<file path="config.mk">
export PLATFORM = sky130hd
export DESIGN_NAME = hazard_ctrl_flat
export DESIGN_NICKNAME = d
export VERILOG_FILES = /design/src/rtl/hazard_ctrl_if.sv /design/src/rtl/hazard_ctrl.sv /design/src/flat_wrapper.sv
export SDC_FILE = /design/constraint.sdc
export NUM_CORES = 1
export LEC_CHECK = 0
export ABC_CLOCK_PERIOD_IN_PS = 3900
export BUFFER_PORTS_ARGS = -buffer_cell sky130_fd_sc_hd__buf_2
export CAP_MARGIN = 0
export CORE_MARGIN = 8
export CORE_UTILIZATION = 35
export DETAILED_ROUTE_END_ITERATION = 6
export PLACE_DENSITY = 0.83
export SKIP_LAST_GASP = 1
export SLEW_MARGIN = 40
export SYNTH_ARGS = -nofsm -noshare
export SYNTH_HDL_FRONTEND = slang
export SYNTH_SLANG_ARGS = --single-unit
</file>
<file path="constraint.sdc">
create_clock -name clk -period 3.9 [get_ports clk]
set_clock_uncertainty 0.1 [all_clocks]
set_input_delay 0.78 -clock clk [delete_from_list [all_inputs] [get_ports clk]]
set_output_delay 0.78 -clock clk [all_outputs]
set_load 0.01 [all_outputs]
</file>
<file path="src/rtl/hazard_ctrl_if.sv">
// rtl/hazard_ctrl_if.sv - pipeline-register hazard signals shared by the pipeline and hazard_ctrl
interface hazard_ctrl_if #(
  parameter int REG_AW = 5,
  parameter int CNT_W  = 32
);
  logic [REG_AW-1:0] Rs1_D, Rs2_D, Rs1_E, Rs2_E, RD_E, RD_M, RD_W;
  logic              RegWriteE, RegWriteM, RegWriteW;
  logic              ResultSrcE, PCSrcE, MemReqM, MemAckM;
  logic [1:0]        ForwardAE, ForwardBE;
  logic              StallF, StallD, StallE, StallM;
  logic              FlushD, FlushE;
  logic [CNT_W-1:0]  StallCnt, FlushCnt, FwdCnt;

  modport master (
    output Rs1_D, Rs2_D, Rs1_E, Rs2_E, RD_E, RD_M, RD_W,
    output RegWriteE, RegWriteM, RegWriteW, ResultSrcE, PCSrcE, MemReqM, MemAckM,
    input  ForwardAE, ForwardBE, StallF, StallD, StallE, StallM, FlushD, FlushE,
    input  StallCnt, FlushCnt, FwdCnt
  );

  modport slave (
    input  Rs1_D, Rs2_D, Rs1_E, Rs2_E, RD_E, RD_M, RD_W,
    input  RegWriteE, RegWriteM, RegWriteW, ResultSrcE, PCSrcE, MemReqM, MemAckM,
    output ForwardAE, ForwardBE, StallF, StallD, StallE, StallM, FlushD, FlushE,
    output StallCnt, FlushCnt, FwdCnt
  );
endinterface

</file>
<file path="src/rtl/hazard_ctrl.sv">
// rtl/hazard_ctrl.sv - forwarding, load-use bubbles, memory freeze and branch flush for the 5-stage pipeline
// Performance counters are built only when HAZARD_PERF_CNT_EN is defined.
module hazard_ctrl #(
  parameter int REG_AW       = 5,
  parameter int LOAD_BUBBLES = 1,
  parameter int CNT_W        = 32
) (
  input  logic         clk,
  input  logic         rst,
  hazard_ctrl_if.slave hz
);
  localparam logic [2:0] BUB_INIT = 3'(LOAD_BUBBLES - 1);

  typedef enum logic [1:0] {RUN, LU_STALL, MEM_WAIT} state_t;

  state_t            state;
  logic [2:0]        bub_cnt;
  logic [REG_AW-1:0] rs1_d, rs2_d, rs1_e, rs2_e, rd_e, rd_m, rd_w;
  logic [1:0]        fwd_a, fwd_b;
  logic              lu_hit, mem_wait, br_flush;
  logic              stall_f, stall_d, stall_e, stall_m, flush_d, flush_e;

  assign rs1_d = hz.Rs1_D;
  assign rs2_d = hz.Rs2_D;
  assign rs1_e = hz.Rs1_E;
  assign rs2_e = hz.Rs2_E;
  assign rd_e  = hz.RD_E;
  assign rd_m  = hz.RD_M;
  assign rd_w  = hz.RD_W;

  always_comb begin
    fwd_a = 2'b00;
    if (hz.RegWriteM && rd_m != '0 && rd_m == rs1_e)      fwd_a = 2'b10;
    else if (hz.RegWriteW && rd_w != '0 && rd_w == rs1_e) fwd_a = 2'b01;
  end

  always_comb begin
    fwd_b = 2'b00;
    if (hz.RegWriteM && rd_m != '0 && rd_m == rs2_e)      fwd_b = 2'b10;
    else if (hz.RegWriteW && rd_w != '0 && rd_w == rs2_e) fwd_b = 2'b01;
  end

  assign lu_hit   = hz.ResultSrcE && hz.RegWriteE && rd_e != '0 && (rd_e == rs1_d || rd_e == rs2_d);
  assign mem_wait = hz.MemReqM && !hz.MemAckM;

  // Stall/flush depend on the current cycle's inputs so the first bubble lands in the detection cycle.
  always_comb begin
    stall_f  = 1'b0;
    stall_d  = 1'b0;
    stall_e  = 1'b0;
    stall_m  = 1'b0;
    flush_d  = 1'b0;
    flush_e  = 1'b0;
    br_flush = 1'b0;
    case (state)
      RUN: begin
        if (mem_wait) begin
          {stall_f, stall_d, stall_e, stall_m} = 4'b1111;
        end else if (hz.PCSrcE) begin
          flush_d  = 1'b1;
          flush_e  = 1'b1;
          br_flush = 1'b1;
        end else if (lu_hit) begin
          {stall_f, stall_d, flush_e} = 3'b111;
        end
      end
      LU_STALL: begin
        if (mem_wait) {stall_f, stall_d, stall_e, stall_m} = 4'b1111;
        else          {stall_f, stall_d, flush_e} = 3'b111;
      end
      MEM_WAIT: {stall_f, stall_d, stall_e, stall_m} = 4'b1111;
      default: ;
    endcase
  end

  always_ff @(posedge clk) begin
    if (rst) begin
      state   <= RUN;
      bub_cnt <= 3'd0;
    end else begin
      case (state)
        RUN: begin
          if (mem_wait) begin
            state <= MEM_WAIT;
          end else if (!hz.PCSrcE && lu_hit) begin
            bub_cnt <= BUB_INIT;
            if (BUB_INIT != 3'd0) state <= LU_STALL;
          end
        end
        LU_STALL: begin
          // bub_cnt stays frozen across a memory wait and resumes afterwards.
          if (mem_wait) begin
            state <= MEM_WAIT;
          end else if (bub_cnt <= 3'd1) begin
            bub_cnt <= 3'd0;
            state   <= RUN;
          end else begin
            bub_cnt <= bub_cnt - 3'd1;
          end
        end
        MEM_WAIT: begin
          if (hz.MemAckM) state <= (bub_cnt != 3'd0) ? LU_STALL : RUN;
        end
        default: state <= RUN;
      endcase
    end
  end

  assign hz.ForwardAE = rst ? 2'b00 : fwd_a;
  assign hz.ForwardBE = rst ? 2'b00 : fwd_b;
  assign hz.StallF    = stall_f & ~rst;
  assign hz.StallD    = stall_d & ~rst;
  assign hz.StallE    = stall_e & ~rst;
  assign hz.StallM    = stall_m & ~rst;
  assign hz.FlushD    = flush_d & ~rst;
  assign hz.FlushE    = flush_e & ~rst;

`ifdef HAZARD_PERF_CNT_EN
  logic [CNT_W-1:0] stall_cnt, flush_cnt, fwd_cnt;

  always_ff @(posedge clk) begin
    if (rst) begin
      stall_cnt <= '0;
      flush_cnt <= '0;
      fwd_cnt   <= '0;
    end else begin
      if (stall_f)                          stall_cnt <= stall_cnt + CNT_W'(1);
      if (br_flush)                         flush_cnt <= flush_cnt + CNT_W'(1);
      if (fwd_a != 2'b00 || fwd_b != 2'b00) fwd_cnt   <= fwd_cnt + CNT_W'(1);
    end
  end

  assign hz.StallCnt = stall_cnt;
  assign hz.FlushCnt = flush_cnt;
  assign hz.FwdCnt   = fwd_cnt;
`else
  assign hz.StallCnt = CNT_W'(0);
  assign hz.FlushCnt = CNT_W'(0);
  assign hz.FwdCnt   = CNT_W'(0);
`endif
endmodule

</file>
<file path="src/flat_wrapper.sv">
// flat-port wrapper written by rule: the top's interface ports become plain ports
module hazard_ctrl_flat 
#(
  parameter int REG_AW       = 5,
  parameter int LOAD_BUBBLES = 1,
  parameter int CNT_W        = 32
)
  (clk, rst, hz_Rs1_D, hz_Rs2_D, hz_Rs1_E, hz_Rs2_E, hz_RD_E, hz_RD_M, hz_RD_W, hz_RegWriteE, hz_RegWriteM, hz_RegWriteW, hz_ResultSrcE, hz_PCSrcE, hz_MemReqM, hz_MemAckM, hz_ForwardAE, hz_ForwardBE, hz_StallF, hz_StallD, hz_StallE, hz_StallM, hz_FlushD, hz_FlushE, hz_StallCnt, hz_FlushCnt, hz_FwdCnt);
  hazard_ctrl_if #(.REG_AW(REG_AW), .CNT_W(CNT_W)) hz_i ();
  input  logic clk;
  input  logic rst;
  input wire logic [$bits(hz_i.Rs1_D)-1:0] hz_Rs1_D;
  input wire logic [$bits(hz_i.Rs2_D)-1:0] hz_Rs2_D;
  input wire logic [$bits(hz_i.Rs1_E)-1:0] hz_Rs1_E;
  input wire logic [$bits(hz_i.Rs2_E)-1:0] hz_Rs2_E;
  input wire logic [$bits(hz_i.RD_E)-1:0] hz_RD_E;
  input wire logic [$bits(hz_i.RD_M)-1:0] hz_RD_M;
  input wire logic [$bits(hz_i.RD_W)-1:0] hz_RD_W;
  input wire logic [$bits(hz_i.RegWriteE)-1:0] hz_RegWriteE;
  input wire logic [$bits(hz_i.RegWriteM)-1:0] hz_RegWriteM;
  input wire logic [$bits(hz_i.RegWriteW)-1:0] hz_RegWriteW;
  input wire logic [$bits(hz_i.ResultSrcE)-1:0] hz_ResultSrcE;
  input wire logic [$bits(hz_i.PCSrcE)-1:0] hz_PCSrcE;
  input wire logic [$bits(hz_i.MemReqM)-1:0] hz_MemReqM;
  input wire logic [$bits(hz_i.MemAckM)-1:0] hz_MemAckM;
  output wire logic [$bits(hz_i.ForwardAE)-1:0] hz_ForwardAE;
  output wire logic [$bits(hz_i.ForwardBE)-1:0] hz_ForwardBE;
  output wire logic [$bits(hz_i.StallF)-1:0] hz_StallF;
  output wire logic [$bits(hz_i.StallD)-1:0] hz_StallD;
  output wire logic [$bits(hz_i.StallE)-1:0] hz_StallE;
  output wire logic [$bits(hz_i.StallM)-1:0] hz_StallM;
  output wire logic [$bits(hz_i.FlushD)-1:0] hz_FlushD;
  output wire logic [$bits(hz_i.FlushE)-1:0] hz_FlushE;
  output wire logic [$bits(hz_i.StallCnt)-1:0] hz_StallCnt;
  output wire logic [$bits(hz_i.FlushCnt)-1:0] hz_FlushCnt;
  output wire logic [$bits(hz_i.FwdCnt)-1:0] hz_FwdCnt;
  assign hz_i.Rs1_D = hz_Rs1_D;
  assign hz_i.Rs2_D = hz_Rs2_D;
  assign hz_i.Rs1_E = hz_Rs1_E;
  assign hz_i.Rs2_E = hz_Rs2_E;
  assign hz_i.RD_E = hz_RD_E;
  assign hz_i.RD_M = hz_RD_M;
  assign hz_i.RD_W = hz_RD_W;
  assign hz_i.RegWriteE = hz_RegWriteE;
  assign hz_i.RegWriteM = hz_RegWriteM;
  assign hz_i.RegWriteW = hz_RegWriteW;
  assign hz_i.ResultSrcE = hz_ResultSrcE;
  assign hz_i.PCSrcE = hz_PCSrcE;
  assign hz_i.MemReqM = hz_MemReqM;
  assign hz_i.MemAckM = hz_MemAckM;
  assign hz_ForwardAE = hz_i.ForwardAE;
  assign hz_ForwardBE = hz_i.ForwardBE;
  assign hz_StallF = hz_i.StallF;
  assign hz_StallD = hz_i.StallD;
  assign hz_StallE = hz_i.StallE;
  assign hz_StallM = hz_i.StallM;
  assign hz_FlushD = hz_i.FlushD;
  assign hz_FlushE = hz_i.FlushE;
  assign hz_StallCnt = hz_i.StallCnt;
  assign hz_FlushCnt = hz_i.FlushCnt;
  assign hz_FwdCnt = hz_i.FwdCnt;
  hazard_ctrl #(.REG_AW(REG_AW), .LOAD_BUBBLES(LOAD_BUBBLES), .CNT_W(CNT_W)) u_core (.clk(clk), .rst(rst), .hz(hz_i));
endmodule
</file>
==> impl_metrics.yaml <==
cts:
  clk_path_buf_depth: 2
  cts_buffers: 3
  cts_tree: "yes"
  ctsResizeCount: 0
  hold_buffers: 0
  postCtsSetupBuffers: 0
  h-tree-depth: 1
  cts.sinks: 5
  clk_pin_slew_worst_paths_ps: 30
  cts_root_buf: "clkbuf_8"
  insertion_delay_ps: 220
detailed_routing:
  vias_per_cell: 3.85
  dr.pass1.iters: 4
  postRouteAntennaNets: 0
  vias: 1250
  drc: 0
  drt_iter0_markers: 46
  wl_um: 3660
  drt-wirelength-per-cell_um: 11.3
final_layout:
  nets: 323
  drive_above_1_share_pct: 23.6
  syn_to_final_growth_pct: -0.755
  n_antenna_cell: 0
sta:
  hold_viol_final: 0
  setup_viol_count_final: 0
  fin_crit_ps: 3230
  tns_ps: 0
  fin_crit_sh_pct: 82.9
  fmax_mhz: 309
  report.final.slew_viol_count: 0
  whs_ps: 461
  rsz0062_at_grt: "false"
critical_path:
  slowest_stage: "or4_1"
  cpMostUsedCell: "buf_2"
  crit_required_ps: 3020
  cp_max_fo: 4
  cp_top_family: "simple AND/OR/NAND/NOR gates"
  cp_cell_sequence: "buf_2, or4_1, o21ai_0, nor3_1, nor4_1, buf_2"
  arrival_ps: 2350
  crit_path_start_kind: "input port"
  slowest_delay_ps: 520
  criticalPathCategory: "input port to primary output"
  cp-end-kind: "primary output"
  cp_num_buf_inv: 2
  worstSetupStartpoint: "hz_RD_M[0]"
  reg2reg_from: "u_core.bub_cnt[1]"
synthesis:
  synth_cell_types: 34
  synthesis.area_sq_um: 1660
  ys_warn_count: 0
  synth_edf_count: 0
  postSynthRegisterBits: 5
  synth-seq-area-share_pct: 6.04
  async_flop_share_pct: 0
  synthCells: 218
  syn_avg_cell_area_sq_um: 7.60
  ys.flop_type: "dfxtp_1"
die:
  dieArea_sq_um: 7200
  die_h_um: 84.8
  rows: 25
  die_x_um: 84.8
  ioPinCount: 150
  coreArea_sq_um: 4660
  start_util_pct: 35.6
place:
  placement.io_buffers: 53
  dp_hpwl_um: 3370
  gp_congestion: 0.733
outcome:
  outcome: "finished clean"
hold_path:
  min_from: "u_core.state[1]"
  hold_path.class: "register to register"
power:
  p_leak_uw: 0.000906
  vdd_drop_max_v: 0.0000821
  power_density_nw_per_um2: 186
grt:
  grt_pass1_wl_um: 5770
  grt-ovfl-total: 0
  antenna_found_initial: 0
  grt_pass1_vias: 1326
  grt_util_all_layers_pct: 9.55
  grt_max_degree: 15
flow_run:
  maxCapViolCount: 0
## cells in the final DEF, fill, tap and decap left out, drive strengths merged, types with 5 or more instances in the layout
cell type / n
xor2: 8
conb: 96
nor3: 7
buf: 53
dfxtp: 5
nand2: 8
xnor2: 22
nand3: 6
ha: 7
nor2: 10
inv: 8
## cells in the mapped netlist, types with 2 or more instances
library cell	instances	area, sq um
a21oi_1	3	15.0
o22ai_1	2	12.5
nand2_1	8	30.0
nand3_1	6	30.0
nor4_1	3	18.8
xnor2_1	22	193
nor2_1	10	37.5
nor2b_1	2	12.5
mux2i_1	3	30.0
nor3_1	7	35.0
o21ai_0	4	20.0
buf_4	98	736
xor2_1	8	70.1
or4_1	3	22.5
dfxtp_1	5	100
inv_1	8	30.0
ha_1	7	87.6
mux2_4	2	30.0
a2111oi_1	2	20.0
## tightest hold or removal path, stage by stage, from the launching register on
cell and delay (ps):
dfxtp_1 320, mux2i_1 140, nor2_1 50
## cell type report
type	instances	area (sq um)
Fill cell	501	3020
Multi-Input combinational cell	201	1140
Timing Repair Buffer	53	265
Sequential cell	5	100
Tap cell	54	67.6
Clock buffer	4	45.0
Inverter	8	30.0
## power by group
part | internal [uW] | total (uW) | switching, uW
Clock | 70.1 | 95.2 | 25.1
Combinational | 54.9 | 156 | 101
Sequential | 53.3 | 54.9 | 1.64
Total | 178 | 307 | 128
## cells by family (layout without fill, tap and decap cells)
| group | after synthesis | in the layout | share of synthesized area [%] |
|---|---|---|---|
| buffers and inverters | 107 | 65 | 46.9 |
| XOR/XNOR | 30 | 30 | 15.8 |
| adder cells (fa/ha/maj) | 7 | 7 | 5.28 |
| other | 1 | 96 | 0.226 |
| flip-flops | 5 | 5 | 6.04 |
| AO/OA/AOI/OAI | 17 | 17 | 7.25 |
| AND/OR/NAND/NOR | 46 | 46 | 14.9 |
| multiplexers | 5 | 5 | 3.62 |
## per-stage QoR
stage / total power (uW) / area (sq um) / worst slack (ps) / cells / utilization [%]
3_3_place_gp: 205 / 1600 / 718 / 321 / 34.3
6_report: 307 / 1650 / 667 / 325 / 35.3
2_1_floorplan: 235 / 2010 / 877 / 313 / -
5_1_grt: 336 / 1650 / 473 / 325 / 35.3
3_5_place_dp: 208 / 1600 / 645 / 321 / 34.3
4_1_cts: 305 / 1650 / 645 / 325 / 35.3
## state kept, by name, indices dropped and copies added (netlist names)
register,cells
u_core.bub_cnt,3
u_core.state,2
## metal layers
layer	up-vias	global-route usage [%]	wire, um	share of wire (%)
li1	625	-	-	-
met1	544	8.66	1300	35
met2	77	18.4	1920	53
met3	4	2.90	380	10
met4	0	5.34	57	1.6
met5	-	0	0	0
## final timing paths
check	to	slack (ps)	depth (start not counted)
hold / removal	u_core.state[1]	460	2
setup / recovery	hz_ForwardBE[0]	670	6
hold reg to reg	u_core.state[1]	460	2
setup reg to reg	u_core.bub_cnt[2]	1860	7
(Power assumes the default switching activity.)
